--- config.mk ---
export PLATFORM = sky130hd
export DESIGN_NAME = maf_wallace_arb
export DESIGN_NICKNAME = d
export VERILOG_FILES = /design/src/rtl/maf_wallace_arb.sv
export SDC_FILE = /design/constraint.sdc
export NUM_CORES = 1
export LEC_CHECK = 0
export CORE_AREA = 2 2 273 275
export CTS_CLUSTER_SIZE = 12
export DETAILED_ROUTE_END_ITERATION = 10
export DIE_AREA = 0 0 275 277
export SETUP_SLACK_MARGIN = 0.02
export SLEW_MARGIN = 20
export SYNTH_ARGS = -nofsm -noshare
export SYNTH_HDL_FRONTEND = slang
export SYNTH_SLANG_ARGS = --single-unit
--- constraint.sdc ---
create_clock -name clk -period 8.05 [get_ports clk]
set_input_delay 0.805 -clock clk [delete_from_list [all_inputs] [get_ports clk]]
set_output_delay 0.805 -clock clk [all_outputs]
set_load 0.005 [all_outputs]
--- src/rtl/maf_wallace_arb.sv ---
// Two-lane arbiter around a shared 6:2 Wallace carry-save slice, with a 2-entry result buffer.
// Define MAF_ARB_FIXED_PRIO_EN for fixed lane-0 priority; the default build is round-robin.
module maf_wallace_arb #(
  parameter int WIDTH = 48,
  parameter int TAGW  = 4
) (
  input  logic                 clk,
  input  logic                 rst,
  input  logic                 req0_valid,
  output logic                 req0_ready,
  input  logic [6*WIDTH-1:0]   req0_rows,
  input  logic [TAGW-1:0]      req0_tag,
  input  logic                 req1_valid,
  output logic                 req1_ready,
  input  logic [6*WIDTH-1:0]   req1_rows,
  input  logic [TAGW-1:0]      req1_tag,
  output logic                 rsp_valid,
  input  logic                 rsp_ready,
  output logic                 rsp_src,
  output logic [TAGW-1:0]      rsp_tag,
  output logic [WIDTH-1:0]     rsp_sum,
  output logic [WIDTH-1:0]     rsp_carry
);

  logic       grant;
  logic       space;
  logic       push;
  logic       pop;
  logic [1:0] count_q, count_d;
  logic       wr_ptr_q, wr_ptr_d;
  logic       rd_ptr_q, rd_ptr_d;

  // ---------------------------------------------------------------- arbitration
`ifdef MAF_ARB_FIXED_PRIO_EN
  always_comb begin
    grant = 1'b0;
    if (!req0_valid) begin
      grant = req1_valid;
    end
  end
`else
  logic last_grant_q, last_grant_d;

  always_comb begin
    grant = 1'b0;
    if (req0_valid && req1_valid) begin
      grant = ~last_grant_q;
    end else if (req1_valid) begin
      grant = 1'b1;
    end
  end

  always_comb begin
    last_grant_d = last_grant_q;
    if (push) begin
      last_grant_d = grant;
    end
  end

  // Resets to lane 1 so lane 0 wins the first contention.
  always_ff @(posedge clk or posedge rst) begin
    if (rst) begin
      last_grant_q <= 1'b1;
    end else begin
      last_grant_q <= last_grant_d;
    end
  end
`endif

  // Ready never looks at rsp_ready, so a full buffer blocks even while popping.
  assign space      = (count_q != 2'd2) && !rst;
  assign req0_ready = space && req0_valid && !grant;
  assign req1_ready = space && req1_valid && grant;
  assign push       = req0_ready || req1_ready;
  assign pop        = (count_q != 2'd0) && rsp_ready;

  // ---------------------------------------------------------------- 6:2 reduction
  logic [6*WIDTH-1:0] sel_rows;
  logic [TAGW-1:0]    sel_tag;
  logic [WIDTH-1:0]   row [6];
  logic [WIDTH-1:0]   s1a, c1a, s1b, c1b;
  logic [WIDTH-1:0]   s2, c2, s3, c3;
  logic [WIDTH-1:0]   c1a_sh, c1b_sh, c2_sh, c3_sh;

  assign sel_rows = grant ? req1_rows : req0_rows;
  assign sel_tag  = grant ? req1_tag  : req0_tag;

  for (genvar gk = 0; gk < 6; gk++) begin : gen_row
    assign row[gk] = sel_rows[gk*WIDTH +: WIDTH];
  end

  // Level 1: two independent 3:2 compressors over rows 0-2 and 3-5.
  for (genvar gi = 0; gi < WIDTH; gi++) begin : gen_l1
    assign s1a[gi] = row[0][gi] ^ row[1][gi] ^ row[2][gi];
    assign c1a[gi] = (row[0][gi] & row[1][gi]) | (row[0][gi] & row[2][gi]) |
                     (row[1][gi] & row[2][gi]);
    assign s1b[gi] = row[3][gi] ^ row[4][gi] ^ row[5][gi];
    assign c1b[gi] = (row[3][gi] & row[4][gi]) | (row[3][gi] & row[5][gi]) |
                     (row[4][gi] & row[5][gi]);
  end

  assign c1a_sh = {c1a[WIDTH-2:0], 1'b0};
  assign c1b_sh = {c1b[WIDTH-2:0], 1'b0};

  for (genvar gi = 0; gi < WIDTH; gi++) begin : gen_l2
    assign s2[gi] = s1a[gi] ^ c1a_sh[gi] ^ s1b[gi];
    assign c2[gi] = (s1a[gi] & c1a_sh[gi]) | (s1a[gi] & s1b[gi]) |
                    (c1a_sh[gi] & s1b[gi]);
  end

  assign c2_sh = {c2[WIDTH-2:0], 1'b0};

  for (genvar gi = 0; gi < WIDTH; gi++) begin : gen_l3
    assign s3[gi] = s2[gi] ^ c2_sh[gi] ^ c1b_sh[gi];
    assign c3[gi] = (s2[gi] & c2_sh[gi]) | (s2[gi] & c1b_sh[gi]) |
                    (c2_sh[gi] & c1b_sh[gi]);
  end

  // Carry leaves already shifted to its true weight.
  assign c3_sh = {c3[WIDTH-2:0], 1'b0};

  // ---------------------------------------------------------------- result buffer
  logic [1:0]             ent_src;
  logic [1:0][TAGW-1:0]   ent_tag;
  logic [1:0][WIDTH-1:0]  ent_sum;
  logic [1:0][WIDTH-1:0]  ent_carry;

  for (genvar gi = 0; gi < 2; gi++) begin : gen_entry
    logic             src_q, src_d;
    logic [TAGW-1:0]  tag_q, tag_d;
    logic [WIDTH-1:0] sum_q, sum_d;
    logic [WIDTH-1:0] carry_q, carry_d;

    always_comb begin
      src_d   = src_q;
      tag_d   = tag_q;
      sum_d   = sum_q;
      carry_d = carry_q;
      if (push && (wr_ptr_q == 1'(gi))) begin
        src_d   = grant;
        tag_d   = sel_tag;
        sum_d   = s3;
        carry_d = c3_sh;
      end
    end

    always_ff @(posedge clk or posedge rst) begin
      if (rst) begin
        src_q   <= 1'b0;
        tag_q   <= '0;
        sum_q   <= '0;
        carry_q <= '0;
      end else begin
        src_q   <= src_d;
        tag_q   <= tag_d;
        sum_q   <= sum_d;
        carry_q <= carry_d;
      end
    end

    assign ent_src[gi]   = src_q;
    assign ent_tag[gi]   = tag_q;
    assign ent_sum[gi]   = sum_q;
    assign ent_carry[gi] = carry_q;
  end

  always_comb begin
    count_d  = count_q;
    wr_ptr_d = wr_ptr_q ^ push;
    rd_ptr_d = rd_ptr_q ^ pop;
    case ({push, pop})
      2'b10:   count_d = count_q + 2'd1;
      2'b01:   count_d = count_q - 2'd1;
      default: count_d = count_q;
    endcase
  end

  always_ff @(posedge clk or posedge rst) begin
    if (rst) begin
      count_q  <= 2'd0;
      wr_ptr_q <= 1'b0;
      rd_ptr_q <= 1'b0;
    end else begin
      count_q  <= count_d;
      wr_ptr_q <= wr_ptr_d;
      rd_ptr_q <= rd_ptr_d;
    end
  end

  assign rsp_valid = (count_q != 2'd0);
  assign rsp_src   = ent_src[rd_ptr_q];
  assign rsp_tag   = ent_tag[rd_ptr_q];
  assign rsp_sum   = ent_sum[rd_ptr_q];
  assign rsp_carry = ent_carry[rd_ptr_q];

endmodule

==> metrics.md <==
| Metric | Value |
|---|---|
| Status | `complete, no violations` |
| Postcts setup bufs | `0` |
| Die area | `0.0762 mm^2` |
| CP required | `8.46 ns` |
| Clock Root Buffer | `clkbuf_16` |
| Sequential power share | `23.9%` |
| Core Region | `0.0736 mm^2` |
| Maxcap violations | `0` |
| FP Rows | `100` |
| Via count | `12147` |
| CP Max Fanout | `74` |
| PwrDens | `307 mW/mm^2` |
| Avg Cell Area, Syn | `12.7 um^2` |
| Worst Hold Launch | `count_q[1]` |
| PostCTS Resize Cnt | `0` |
| Relative slew slack | `33.5%` |
| Sequential area share after synthesis | `30.5%` |
| Initial Util | `22.7%` |
| Finished Layout Cells | `2965` |
| PortBufs | `690` |
| CTS H-tree lvls | `1` |
| R2R setup slack | `3.78 ns` |
| Yosys synthesis warning count | `0` |
| Drt first pass iters | `4` |
| Met2 usage | `25.6%` |
| Most common cell after layout, fill and taps aside | `clkdlybuf4s50_1` |
| Netlist cell types | `24` |
| RSZ-0062 raised after global routing | `false` |
| TritonCTS clock tree | `done` |
| Grt met1 use | `17.0%` |
| Reg clk slew, reported paths | `0.06 ns` |
| Clock buffer depth | `3` |
| Crit share post-route | `58.6%` |
| DR WL/cell | `18.7 um` |
| Post-Syn Instances | `1312` |
| Reg2reg start | `last_grant_q` |
| Combinational share of power | `62.0%` |
| Clock network power share | `14.1%` |
| Antenna violations before repair | `5` |
| Hold worst-path end | `count_q[1]` |
| Switching share of power | `36.4%` |
| Grt total ovfl | `0` |
| Largest net degree at the start of global routing | `126` |
| Met3 Usage GRT | `3.10%` |
| Final hold violations | `0` |
| Sw Pwr | `2.84 mW` |
| Worst Setup End Kind | `flip-flop` |
| Setup Crit Path Kind | `in2reg` |
| Dpl hpwl | `45.8 mm` |
| Io pins | `693` |
| Worst min-delay path category | `reg2reg` |
| Vias in the first global route | `13739` |
| Cell Count Post-Placement | `2918` |
| Startpoint types | `input pin` |
| Num CTS Buffers | `25` |
| DRT antenna net count | `0` |
| Final setup fails | `0` |
| Clock Sinks | `203` |
| Share of cells above drive strength 1 | `24.3%` |
| Slew Viols, Final | `0` |
| DR DRC count | `0` |
| Total negative slack | `0 ns` |
| DR vias/cell | `4.10` |
| Max Fclk | `212 MHz` |
| Drt first-iter violations | `352` |
| Fin crit period | `4.72 ns` |
| Final net count | `2755` |
| Leak | `10.7 nW` |
| Mapped cell area | `0.0167 mm^2` |
| Die H | `277 um` |
| Synth Register Bits | `203` |
| Worst r2r dst | `gen_entry[0].sum_q[21]` |
| Clk_lat worst skew | `0.54 ns` |
| Worst slew pin tran | `0.997 ns` |
| Int Power | `4.98 mW` |
| Area growth syn-to-layout | `52.5%` |
| GP Congestion | `0.937` |
| Worst Skew | `0.0122 ns` |
| Total Routing Usage GR | `14.2%` |
| Most Used Layer, Global Route | `met2` |
| Most frequent cells in the layout | `clkdlybuf4s50_1, mux2_2, inv_1` |
| Die Wd | `275 um` |
| Min Hold Slack | `0.495 ns` |
| CTS Hold Bufs | `0` |
| First-pass GRT wire length | `82.3 mm` |
| Hold depth | `1` |
| Data arrival, critical path | `5.13 ns` |
| VDD IR-drop max | `0.000119 V` |
| Final wirelength | `55.4 mm` |
| R2R depth | `10` |
==> Yosys cell counts, drive strengths merged <==
| cell type | number | area [um^2] |
|---|---|---|
| nand2 | 1 | 3.75 |
| a31oi | 1 | 6.26 |
| xnor3 | 2 | 45.0 |
| clkbuf | 10 | 37.5 |
| and2 | 2 | 12.5 |
| conb | 1 | 3.75 |
| dfrtp | 202 | 5050 |
| fa | 186 | 3720 |
| buf | 57 | 310 |
| xor2 | 3 | 26.3 |
| inv | 233 | 875 |
| or2 | 1 | 6.26 |
| mux2i | 152 | 1520 |
| nor2 | 10 | 37.5 |
| xnor2 | 10 | 103 |
| a21oi | 10 | 50.1 |
| a21boi | 1 | 7.51 |
| dfstp | 1 | 26.3 |
| mux2 | 424 | 4770 |
| o21a | 1 | 7.51 |
| ha | 4 | 50.1 |
==> cell families (layout without fill, tap and decap cells) <==
kind of cell    Yosys count  after routing  share of synthesized area [%]
mux                     576            576                           37.7
xor+xnor                 15             15                           1.04
buf+inv                 300            979                           7.33
compound gates           13             13                          0.428
other cells               1              6                         0.0225
flops                   203            203                           30.5
simple gates             14             14                          0.360
fa+ha+maj               190            190                           22.6
==> area by class of cell <==
| class | instances | area (um^2) |
|---|---|---|
| clock buffers | 33 | 686 |
| repair buffers | 703 | 7050 |
| inverters | 233 | 882 |
| multi-input cells | 810 | 10400 |
| diodes | 4 | 10.0 |
| flip-flops and latches | 203 | 5080 |
| fillers | 7213 | 48100 |
| clock inverters | 10 | 108 |
| well taps | 969 | 1210 |
==> power by group through the flow <==
stage	Clock (mW)	Sequential [mW]	Combinational [mW]
6_report	1.11	1.87	4.85
5_1_grt	1.19	1.94	5.40
4_1_cts	1.16	1.88	4.99
3_5_place_dp	0	1.89	4.95
3_3_place_gp	0	1.86	4.85
2_1_floorplan	0	1.75	2.89
==> registers in the layout, indices dropped and copies added (netlist names) <==
register and count:
gen_entry.sum_q 96, gen_entry.carry_q 92, gen_entry.tag_q 8, count_q 2, gen_entry.src_q 2, last_grant_q 1, rd_ptr_q 1, wr_ptr_q 1
==> worst max-delay path, stage by stage <==
cell             delay [ns]
clkdlybuf4s50_1        0.51
a21boi_4               0.59
buf_12                 0.32
buf_12                 0.39
mux2_2                 0.45
fa_1                   0.53
inv_1                  0.06
fa_1                   0.51
inv_1                  0.06
fa_1                   0.44
mux2_2                 0.28
==> stage by stage <==
| step | total power, mW | worst slack, ns | util, % | area, um^2 |
|---|---|---|---|---|
| detailed placement | 6.84 | 2.79 | 33.5 | 24600 |
| global placement | 6.70 | 2.82 | 33.5 | 24600 |
| global route | 8.54 | 3.20 | 34.6 | 25400 |
| CTS | 8.03 | 3.35 | 34.6 | 25400 |
| finish | 7.82 | 3.33 | 34.6 | 25400 |
| floorplan | 4.64 | 1.71 | - | 16700 |
==> worst max-delay path by stage <==
stage	from	endpoint	slack [ns]	cells past startpoint
floorplan	rst	count_q[0]	1.71	1
global placement	req1_valid	gen_entry[0].sum_q[21]	2.82	11
detailed placement	req1_valid	gen_entry[0].sum_q[21]	2.79	11
CTS	req1_valid	gen_entry[0].sum_q[21]	3.35	11
global route	req0_valid	gen_entry[0].sum_q[21]	3.20	11
finish	req0_valid	gen_entry[0].sum_q[21]	3.33	11
==> routing by layer <==
metal  vias up  wire [um]
met3        47       3520
li1       5634          -
met5         -          0
met2       348      28900
met4         0       1130
met1      6118      21900
Power figures use the tool's default switching activity.
